## src/rtl/arb_pkg.sv

```systemverilog
// Shared arbiter package: default sizing and the index-width helper used by
// the arbiter and its request collector.
package arb_pkg;

  localparam int ARB_N_DEF = 8;
  localparam int ARB_W_DEF = 16;

  // Index width for n sources, never narrower than one bit.
  function automatic int id_w(int n);
    if (n < 2) return 1;
    return $clog2(n);
  endfunction

endpackage : arb_pkg

```

## src/rtl/arb_src_slot.sv

```systemverilog
// One pending-entry holding register per source: loads when empty and offered,
// clears when the arbiter takes it.
module arb_src_slot
  import arb_pkg::*;
#(
  parameter int W = ARB_W_DEF
) (
  input  logic         clk_i,
  input  logic         rst_i,
  input  logic         load_i,
  input  logic         clear_i,
  input  logic [W-1:0] data_i,
  output logic         held_o,
  output logic         ready_o,
  output logic [W-1:0] data_o
);

  logic         held_q, held_d;
  logic [W-1:0] data_q, data_d;

  always_comb begin
    held_d = held_q;
    data_d = data_q;
    if (clear_i) begin
      held_d = 1'b0;
    end else if (load_i && !held_q) begin
      held_d = 1'b1;
      data_d = data_i;
    end
  end

  always_ff @(posedge clk_i or posedge rst_i) begin
    if (rst_i) begin
      held_q <= 1'b0;
      data_q <= '0;
    end else begin
      held_q <= held_d;
      data_q <= data_d;
    end
  end

  // No same-cycle refill: a slot only accepts while empty.
  assign ready_o = ~held_q;
  assign held_o  = held_q;
  assign data_o  = data_q;

endmodule : arb_src_slot

```

## src/rtl/arb_req_collector.sv

```systemverilog
// Round-robin arbiter front end: per-source slots, request gating, grant mux
// and registered output. Grant checker enabled by ARB_REQ_COLLECTOR_CHECK_EN.
module arb_req_collector
  import arb_pkg::*;
#(
  parameter int N    = ARB_N_DEF,
  parameter int W    = ARB_W_DEF,
  parameter int ID_W = id_w(N)
) (
  input  logic            clk,
  input  logic            reset,
  input  logic [N-1:0]    src_valid,
  output logic [N-1:0]    src_ready,
  input  logic [N*W-1:0]  src_data,
  output logic [N-1:0]    request,
  input  logic [N-1:0]    grant,
  input  logic [ID_W-1:0] grant_id,
  input  logic            stall,
  output logic            out_valid,
  input  logic            out_ready,
  output logic [W-1:0]    out_data,
  output logic [ID_W-1:0] out_id,
  output logic            err
);

  logic [N-1:0] held;
  logic [N-1:0] slot_clear;
  logic [W-1:0] slot_data [N];

  logic         out_space;
  logic         take;
  logic         take_ok;
  logic         sel_held;
  logic [W-1:0] sel_data;

  logic            out_valid_q, out_valid_d;
  logic [W-1:0]    out_data_q,  out_data_d;
  logic [ID_W-1:0] out_id_q,    out_id_d;

  for (genvar g = 0; g < N; g++) begin : g_slot
    arb_src_slot #(
      .W(W)
    ) u_slot (
      .clk_i   (clk),
      .rst_i   (reset),
      .load_i  (src_valid[g]),
      .clear_i (slot_clear[g]),
      .data_i  (src_data[g*W +: W]),
      .held_o  (held[g]),
      .ready_o (src_ready[g]),
      .data_o  (slot_data[g])
    );
  end

  assign out_space = ~out_valid_q | out_ready;
  assign request   = held & {N{out_space}};
  assign take      = (grant != '0) & ~stall;

  // grant_id alone selects the source; grant is only the strobe.
  always_comb begin
    sel_held   = 1'b0;
    sel_data   = '0;
    slot_clear = '0;
    for (int unsigned i = 0; i < N; i++) begin
      if (grant_id == ID_W'(i)) begin
        sel_held      = held[i];
        sel_data      = slot_data[i];
        slot_clear[i] = take & held[i];
      end
    end
  end

  assign take_ok = take & sel_held;

  always_comb begin
    out_valid_d = out_valid_q;
    out_data_d  = out_data_q;
    out_id_d    = out_id_q;
    if (take_ok) begin
      out_valid_d = 1'b1;
      out_data_d  = sel_data;
      out_id_d    = grant_id;
    end else if (out_ready) begin
      out_valid_d = 1'b0;
    end
  end

  always_ff @(posedge clk or posedge reset) begin
    if (reset) begin
      out_valid_q <= 1'b0;
      out_data_q  <= '0;
      out_id_q    <= '0;
    end else begin
      out_valid_q <= out_valid_d;
      out_data_q  <= out_data_d;
      out_id_q    <= out_id_d;
    end
  end

  assign out_valid = out_valid_q;
  assign out_data  = out_data_q;
  assign out_id    = out_id_q;

`ifdef ARB_REQ_COLLECTOR_CHECK_EN
  logic err_q, err_d;
  logic multi_hot;
  logic id_mismatch;
  logic to_empty;

  assign multi_hot   = (grant & (grant - N'(1))) != '0;
  assign id_mismatch = (grant != '0) && (grant != (N'(1) << grant_id));
  assign to_empty    = |(grant & ~held);

  always_comb begin
    err_d = err_q;
    if (!stall && (multi_hot || id_mismatch || to_empty)) begin
      err_d = 1'b1;
    end
  end

  always_ff @(posedge clk or posedge reset) begin
    if (reset) begin
      err_q <= 1'b0;
    end else begin
      err_q <= err_d;
    end
  end

  assign err = err_q;
`else
  assign err = 1'b0;
`endif

endmodule : arb_req_collector

```

## config.mk

```make
export PLATFORM = sky130hd
export DESIGN_NAME = arb_req_collector
export DESIGN_NICKNAME = d
export VERILOG_FILES = /design/src/rtl/arb_pkg.sv /design/src/rtl/arb_src_slot.sv /design/src/rtl/arb_req_collector.sv
export SDC_FILE = /design/constraint.sdc
export NUM_CORES = 1
export LEC_CHECK = 0
export ABC_AREA = 1
export BUFFER_PORTS_ARGS = -buffer_cell sky130_fd_sc_hd__buf_2
export CAP_MARGIN = 10
export CORE_UTILIZATION = 40
export DETAILED_ROUTE_END_ITERATION = 8
export PLACE_DENSITY = 0.61
export SYNTH_ARGS = -nofsm -noshare
export SYNTH_HDL_FRONTEND = slang
export SYNTH_SLANG_ARGS = --single-unit
```

## constraint.sdc

```tcl
create_clock -name clk -period 6.95 [get_ports clk]
set_input_delay 0.3475 -clock clk [delete_from_list [all_inputs] [get_ports clk]]
set_output_delay 0.3475 -clock clk [all_outputs]
set_load 0.005 [all_outputs]
```

### Word level (Yosys, flattened, before mapping)

Index checks and enable logic that the tools add are counted.
W data, S select, Z words.

| storage, ports and cells | value |
|---|---|
| bits in registers | 156 |
| input port bits | 151 |
| logic and storage cells | 133 |
| output and inout bits | 37 |

| operators by class | value |
|---|---|
| reduce and logical (&&, ||, !) cells | 35 |
| bitwise gates (word level) | 30 |
| eq/ne operators | 7 |
| muxes and demuxes | 42 |

Operators with widths:

| kind | number |
|---|---|
| $mux W16 | 8 |
| $mux W1 | 34 |
| $not A1 Y1 | 18 |
| $reduce_bool A2 Y1 | 9 |
| $reduce_and A2 Y1 | 8 |
| $eq A3 B3 Y1 const B | 4 |
| $and A1 B1 Y1 | 10 |
| $and A8 B8 Y8 | 1 |
| $logic_and A1 B1 Y1 | 8 |
| $logic_not A1 Y1 | 8 |
| $reduce_bool A8 Y1 | 1 |
| $eq A3 B2 Y1 const B | 2 |
| $eq A3 B1 Y1 const B | 1 |
| $logic_not A3 Y1 | 1 |
| $or A1 B1 Y1 | 1 |

### Longest topological paths before layout

Gate-level depths: netlist (run 1).

| logic depth | value |
|---|---|
| word-level depth | 11 |
| depth in mapped cells | 12 |
| mapped depth without buffers | 8 |

### By module

Synthesis (run 1) repeated with hierarchy kept, for this count alone.

| second synthesis, totals | value |
|---|---|
| cells, all modules | 973 |
| area, all modules | 7923.8 sq um |

Modules (own cells, without submodules):

| module | area each (sq um) | cells each | instances |
|---|---|---|---|
| arb_src_slot | 726.9 | 75 | 8 |
| arb_req_collector | 2108.3 | 373 | 1 |

### Worst setup path after synthesis (run 1)

No wires, ideal clock.

| timing | value |
|---|---|
| path type | input -> register |
| from | input port grant_id[0] |
| to | register out_id_q[0] (netlist: out_id[0]) |
| stages | 9 |
| arrival | 1562 ps |
| setup slack | 5256 ps |
| setup time | 132 ps |
| data required time | 6818 ps |
| cell sequence | buf_4 > nor3_2 > nand2_1 > nand4_1 > nand3_1 > buf_2 > buf_6 > nand2_1 > o21ai_1 |

| on the way | value |
|---|---|
| cells in the longest elaborated chain, start to end | 10 |
| elaborated cells on any way between the ends | 17 |

RTL lines:

| element | RTL line | source |
|---|---|---|
| from (decl) | arb_req_collector.sv:17 | `input logic [ID_W-1:0] grant_id,` |
| $logic_not A3 Y1 | arb_req_collector.sv:65 | `if (grant_id == ID_W'(i)) begin` |
| $mux W1 (8 in series) | arb_req_collector.sv:65 |  |
| $and A1 B1 Y1 | arb_req_collector.sv:73 | `assign take_ok = take & sel_held;` |
| to (signal assigned) | arb_req_collector.sv:96 | `out_id_q <= out_id_d;` |
| to (decl) | arb_req_collector.sv:38 | `logic [ID_W-1:0] out_id_q, out_id_d;` |

Several ways; a longest one is shown, not always the timed one.
A chain may end at the register's enable or synchronous reset.

### Worst setup path in the final report (run 1)

| timing | value |
|---|---|
| from | input port grant_id[2] |
| to | register out_data_q[11] (netlist: out_data[11]) |

| on the way | value |
|---|---|
| cells in the longest elaborated chain, start to end | 10 |
| elaborated cells on any way between the ends | 25 |

RTL lines:

| element | RTL line | source |
|---|---|---|
| $logic_not A3 Y1 | arb_req_collector.sv:65 |  |
| $mux W1 (8 in series) | arb_req_collector.sv:65 |  |
| $and A1 B1 Y1 | arb_req_collector.sv:73 |  |
| to (signal assigned) | arb_req_collector.sv:95 | `out_data_q <= out_data_d;` |
| to (decl) | arb_req_collector.sv:37 | `logic [W-1:0] out_data_q, out_data_d;` |

Several ways; a longest one is shown, not always the timed one.

==> metrics.txt, run 1 <==
status=completed; Core Area=17240 um^2; CTS tree=done; Crit path required time=7.25 ns; number of global-route vias before repair=5415; Post-synth top cells=dfrtp_1, nand2_1, mux2_2; antenna violations before repair=0; worst relative slew slack=32.93%; DRT Wirelength=18560 um; max-cap violations=0; Peak VDD IR=193.4 uV; Vias=5539; fin nets=1026; Synth Net Count=861; Area Growth Syn to Fin=22.42%; H-Tree Level Count=4; share of cells above drive strength 1=37.84%; Worst Tran Pin Value=1.004 ns; Num CTS Buffers=17; period utilization=34.19%; worst setup path endpoint=out_data[11]; EDFF count, synth=0; Final min period=2.376 ns; post-DR wirelength/cell=16.67 um; Die Span Y=134.8 um; worst stage delay on the critical path=0.59 ns; Power Density=356.7 nW/um^2; final hold vios=0; Resized cells post-CTS=0; die width=134.8 um; Initial Util=40.96%; TritonCTS Sinks=156; synth warn=0; first-pass GRT wire length=28880 um; GRT met2 Usage=34.71%; Final HPWL DP=13550 um; fmax=420.9 MHz; critical-path cell with the highest stage delay=inv_2; Leak=0.004233 uW; Seq/Total Area, Yosys=55.30%; CP max FO=45; post-synthesis async set-or-reset flop share=100.0%; CP Launch Type=primary input; worst path cell trace=buf_2 -> inv_2 -> nand3_2 -> nor2_1 -> nor2_1 -> nand4_1 -> nand3_1 -> buf_4 -> nand2_1 -> o21ai_1; Worst-Skew Late Latency=0.42 ns; crit path from=grant_id[2]; die footprint=18180 um^2; syn avg cell area=9.943 um^2; final count of negative-setup-slack endpoints=0; pins over their slew limit=0; WS Path Type=primary input to flop; Syn Std Cell Area=7059 um^2; crit end category=flop; Setup Fix Bufs, Post-CTS=0; Vias per Instance=4.977; RR Endpoint=g_slot[2].u_slot.data_o[5]; Reg2Reg Depth=5; Clock Tree Buf Depth=2; most used cell along the critical path=nor2_1; Final Core Density=50.14%; std cell rows=48; M1 GR Usage=28.54%; TNS Setup=0 ns; # IOs=188; Yosys cell types=27; port bufs=186; Antenna Nets Post-Route=0; n_diodes=0; largest area contributor in the netlist=dfrtp_1; most common cell in the netlist=dfrtp_1; Root Driver=clkbuf_16; grt peak-use layer=met2; GPL Wtd Cong=0.7916; HP Class=primary input to async pin; Initial DRC Count=385; drt pass-1 iters=5; M3 GR Usage=5.518%; top cell type's share of synthesized area=55.30%; hold buffer count at cts=0; predominant post-synthesis flop cell=dfrtp_1; flop2flop setup slack=4.89 ns; RSZ-0062 raised after global routing=no; largest net degree at the start of global routing=80; drt drc=0; overall global routing resource usage=21.54%; Area contributors post-synth=dfrtp_1, mux2_2, nand2_1; CTS clk-pin slew, worst paths=0.06 ns; fillcell total=1631; reg2reg start=g_slot[2].u_slot.held_o; WP data arrival=2.67 ns; GR Overflow Total=0; Yosys reg bits=156; skew final=0.009571 ns; Syn Inst Count=710
power by group:
group          internal, uW  switching (uW)
sequential             1260             194
clock                   499             393
combinational           375             359
flip-flops by register name, summed over array words and instances, names as in the netlist:
signal,flops
out_valid,1
out_id,3
g_slot.u_slot.held_o,8
g_slot.u_slot.data_o,128
out_data,16
metal layers:
metal / vias up / wire (um)
met5: - / 0
met3: 15 / 1114
met1: 2657 / 8319
met2: 167 / 8883
met4: 0 / 240
li1: 2700 / -
kinds of logic (layout without fill, tap and decap cells):
group,after synthesis,in the layout,synth area share [%]
other,1,1,0.05312
AND/OR/NAND/NOR,314,314,20.08
flip-flops,156,156,55.30
multiplexers,92,92,14.68
buffers and inverters,85,263,5.424
AO/OA/AOI/OAI,62,62,4.466
critical path: cells and delay by family:
kind	cells	cell delay (ns)
compound gates	1	0.07
buf+inv	3	1.06
simple gates	6	1.18
stage by stage:
stage | area (um^2) | total power (uW) | std cells | setup WS [ns] | hold slack, ns
global route | 8642 | 3269 | 1113 | 4.302 | 0.09059
finish | 8642 | 3083 | 1113 | 4.574 | 0.03443
CTS | 8642 | 3114 | 1113 | 4.628 | 0.06512
floorplan | 7059 | 1939 | 710 | 2.396 | 0.4281
global placement | 8077 | 2192 | 1081 | 4.287 | 0.4567
detailed placement | 8077 | 2210 | 1081 | 4.180 | 0.4660
final cells by class:
cell class | count | area (um^2) | area share (%)
flip-flops and latches | 156 | 3904 | 45.17
clock inverters | 14 | 136.4 | 1.578
clock buffers | 18 | 429.2 | 4.966
well taps | 225 | 281.5 | 3.258
multi-input cells | 469 | 2773 | 32.08
repair buffers | 189 | 953.4 | 11.03
inverters | 42 | 165.2 | 1.911
worst min-delay path by stage:
stage | startpoint | endpoint | slack, ns | depth (start not counted)
detailed placement | g_slot[7].u_slot.held_o | g_slot[7].u_slot.held_o | 0.47 | 2
global route | reset | g_slot[0].u_slot.data_o[10] | 0.09 | 2
finish | reset | g_slot[0].u_slot.data_o[10] | 0.03 | 2
CTS | reset | g_slot[0].u_slot.data_o[10] | 0.07 | 2
floorplan | out_ready | out_valid | 0.43 | 1
global placement | g_slot[7].u_slot.held_o | g_slot[7].u_slot.held_o | 0.46 | 2
placed cells by master, fill, tap and decap left out, drive strengths merged:
cell      count
buf         189
dfrtp       156
nand2       147
mux2         92
nor2         70
inv          46
nand4        39
nand3        38
a21oi        36
o21ai        24
clkbuf       18
or2          12
clkinvlp      7
nor3          6
nor4          2
a21boi        2
clkinv        2
conb          1
bufinv        1
No activity file was read; power rests on OpenSTA's default activity.
==> inputs of run 2 (changes only) <==
- PLACE_DENSITY: 0.61 -> 0.64
- clock period: 6.95 -> 2 ns (I/O delays scaled with it)
==> run 2 against run 1 <==
Clock skew grew 0.0020 ns. Total power grew to 3.6 times the previous value. Final cell count grew 14%. Clock power grew to 3.6 times the previous value. Combinational power grew to 3.9 times the previous value. Register-to-register slack lost 4.3 ns. Flip-flop and latch count is the same. Cell area grew 18%. Sequential share of layout area shrank 7.0 points. Largest cell class unchanged. Worst setup slack lost 4.1 ns.
==> metrics.txt, run 2 (synthesis gave the netlist of run 1 again) <==
Die Span Y=134.8 um (unchanged); port bufs=186 (unchanged); period utilization=74.14%; max reg flops=128 (unchanged); Core Area=17240 um^2 (unchanged); fillcell total=1429 (-12%); share of cells above drive strength 1=34.35% (-3.5 points); Clock Tree Buf Depth=2 (unchanged); Power Density=1089 nW/um^2 (+210%); final hold vios=0 (unchanged); GR Overflow Total=0 (unchanged); DRT Wirelength=20880 um (+13%); skew final=0.01157 ns (+0.001995 ns); Final HPWL DP=13800 um (+1.9%); Resized cells post-CTS=0 (unchanged); # IOs=188 (unchanged); overall global routing resource usage=24.59% (+3.0 points); crit end category=primary output; std cell rows=48 (unchanged); commonest cells after routing, fill and taps aside=buf_2, dfrtp_1, nand2_1; Crit path required time=1.90 ns (-5.35 ns); Num CTS Buffers=17 (unchanged); final count of negative-setup-slack endpoints=0 (unchanged); Vias per Instance=4.854 (-2.5%); fin nets=1183 (+15%); post-DR wirelength/cell=16.44 um (-1.4%); status=completed; worst hold margin=0.04705 ns (+0.01262 ns); WS Path Type=flop to primary output; H-Tree Level Count=4 (unchanged); TritonCTS Sinks=156 (unchanged); Initial Util=40.96% (unchanged); WP data arrival=1.38 ns (-1.29 ns); Final Core Density=59.26% (+9.1 points); die footprint=18180 um^2 (unchanged); hold path depth=5; pins over their slew limit=0 (unchanged); largest net degree at the start of global routing=82 (+2.5%); Peak VDD IR=681.8 uV (+250%); n_diodes=0 (unchanged); Root Driver=clkbuf_16; CTS clk-pin slew, worst paths=0.06 ns (about the same); drt pass-1 iters=5 (unchanged); max-cap violations=0 (unchanged); antenna violations before repair=0 (unchanged); Tot Pwr=11120 uW (+260%); most common cell after layout, fill and taps aside=buf_2; Worst-Skew Late Latency=0.43 ns (about the same); first-pass GRT wire length=33330 um (+15%); CP max FO=6 (-87%); drt drc=0 (unchanged); Leak=0.004937 uW (+17%); CTS tree=done; die width=134.8 um (unchanged); HP Class=primary input to flop; Final min period=1.483 ns; Antenna Nets Post-Route=0 (unchanged); GPL Wtd Cong=0.7825 (-1.1%); Vias=6165 (+11%); Initial DRC Count=355 (-7.8%); RSZ-0062 raised after global routing=no; Area Growth Syn to Fin=44.68%; CP Launch Type=flop; fmax=674.4 MHz; Reg2Reg Depth=8 (+3); number of global-route vias before repair=6490 (+20%)
## run 2: cell types whose count changed in the layout (fill, tap and decap cells not counted), sizes merged
cell / delta
dlygate4sd3: +134
buf: +23
clkinv: +6
inv: -5
clkinvlp: -3
bufinv: +1
clkbuf: +1
## run 2: power breakdown
part           switching (uW)  internal [uW]  total, uW
combinational            1310           1530       2840
clock                    1330           1880       3200
sequential                690           4390       5080
## run 2: through the flow
| step | cell area [um^2] | TNS [ns] | cells | setup slack [ns] |
|---|---|---|---|---|
| after floorplan | 7063 | -11.37 | 710 | -0.07289 |
| after global placement | 8285 | 0 | 1104 | 0.3721 |
| after detailed placement | 8285 | 0 | 1104 | 0.3193 |
| after CTS | 10210 | 0 | 1270 | 0.4747 |
| after global routing | 10210 | 0 | 1270 | 0.3953 |
| final | 10210 | 0 | 1270 | 0.5172 |
## run 2: timing repair
item,4_1_cts,5_1_grt
setup buffers,0,0
hold endpoints to repair,208,0
hold buffers,134,0
## run 2: final cells by class
| cell class | instances | area, um^2 | area share [%] |
|---|---|---|---|
| Inverter | 42 | 163.9 | 1.605 |
| Multi-Input combinational cell | 469 | 2773 | 27.15 |
| Clock buffer | 19 | 442.9 | 4.337 |
| Sequential cell | 156 | 3904 | 38.22 |
| Timing Repair Buffer | 346 | 2505 | 24.53 |
| Clock inverter | 13 | 143.9 | 1.409 |
| Tap cell | 225 | 281.5 | 2.756 |
## run 2: path summary, 6_finish.rpt
check | to | start | slack (ns)
max | request[1] | out_valid | 0.52
min | g_slot[2].u_slot.held_o | grant_id[2] | 0.05
max reg2reg | out_data[13] | g_slot[1].u_slot.held_o | 0.60
min reg2reg | out_data[9] | out_data[9] | 0.49
max in group asynchronous | g_slot[6].u_slot.data_o[0] | reset | 1.11
min in group asynchronous | g_slot[2].u_slot.data_o[13] | reset | 0.18
## run 2: worst max-delay path, cell delays in order (launching register included)
cell and delay (ns):
dfrtp_1 0.34, inv_1 0.05, nor2_1 0.16, buf_4 0.22
nor2_1 0.06, buf_2 0.13
## run 2: metal layers
| metal | up-vias | GRT usage, % | wire (um) |
|---|---|---|---|
| met5 | - | 0 | 0 |
| met4 | 0 | 6.242 | 282 |
| met3 | 19 | 5.743 | 985 |
| met2 | 177 | 43.44 | 10670 |
| met1 | 2959 | 30.16 | 8949 |
| li1 | 3010 | - | - |
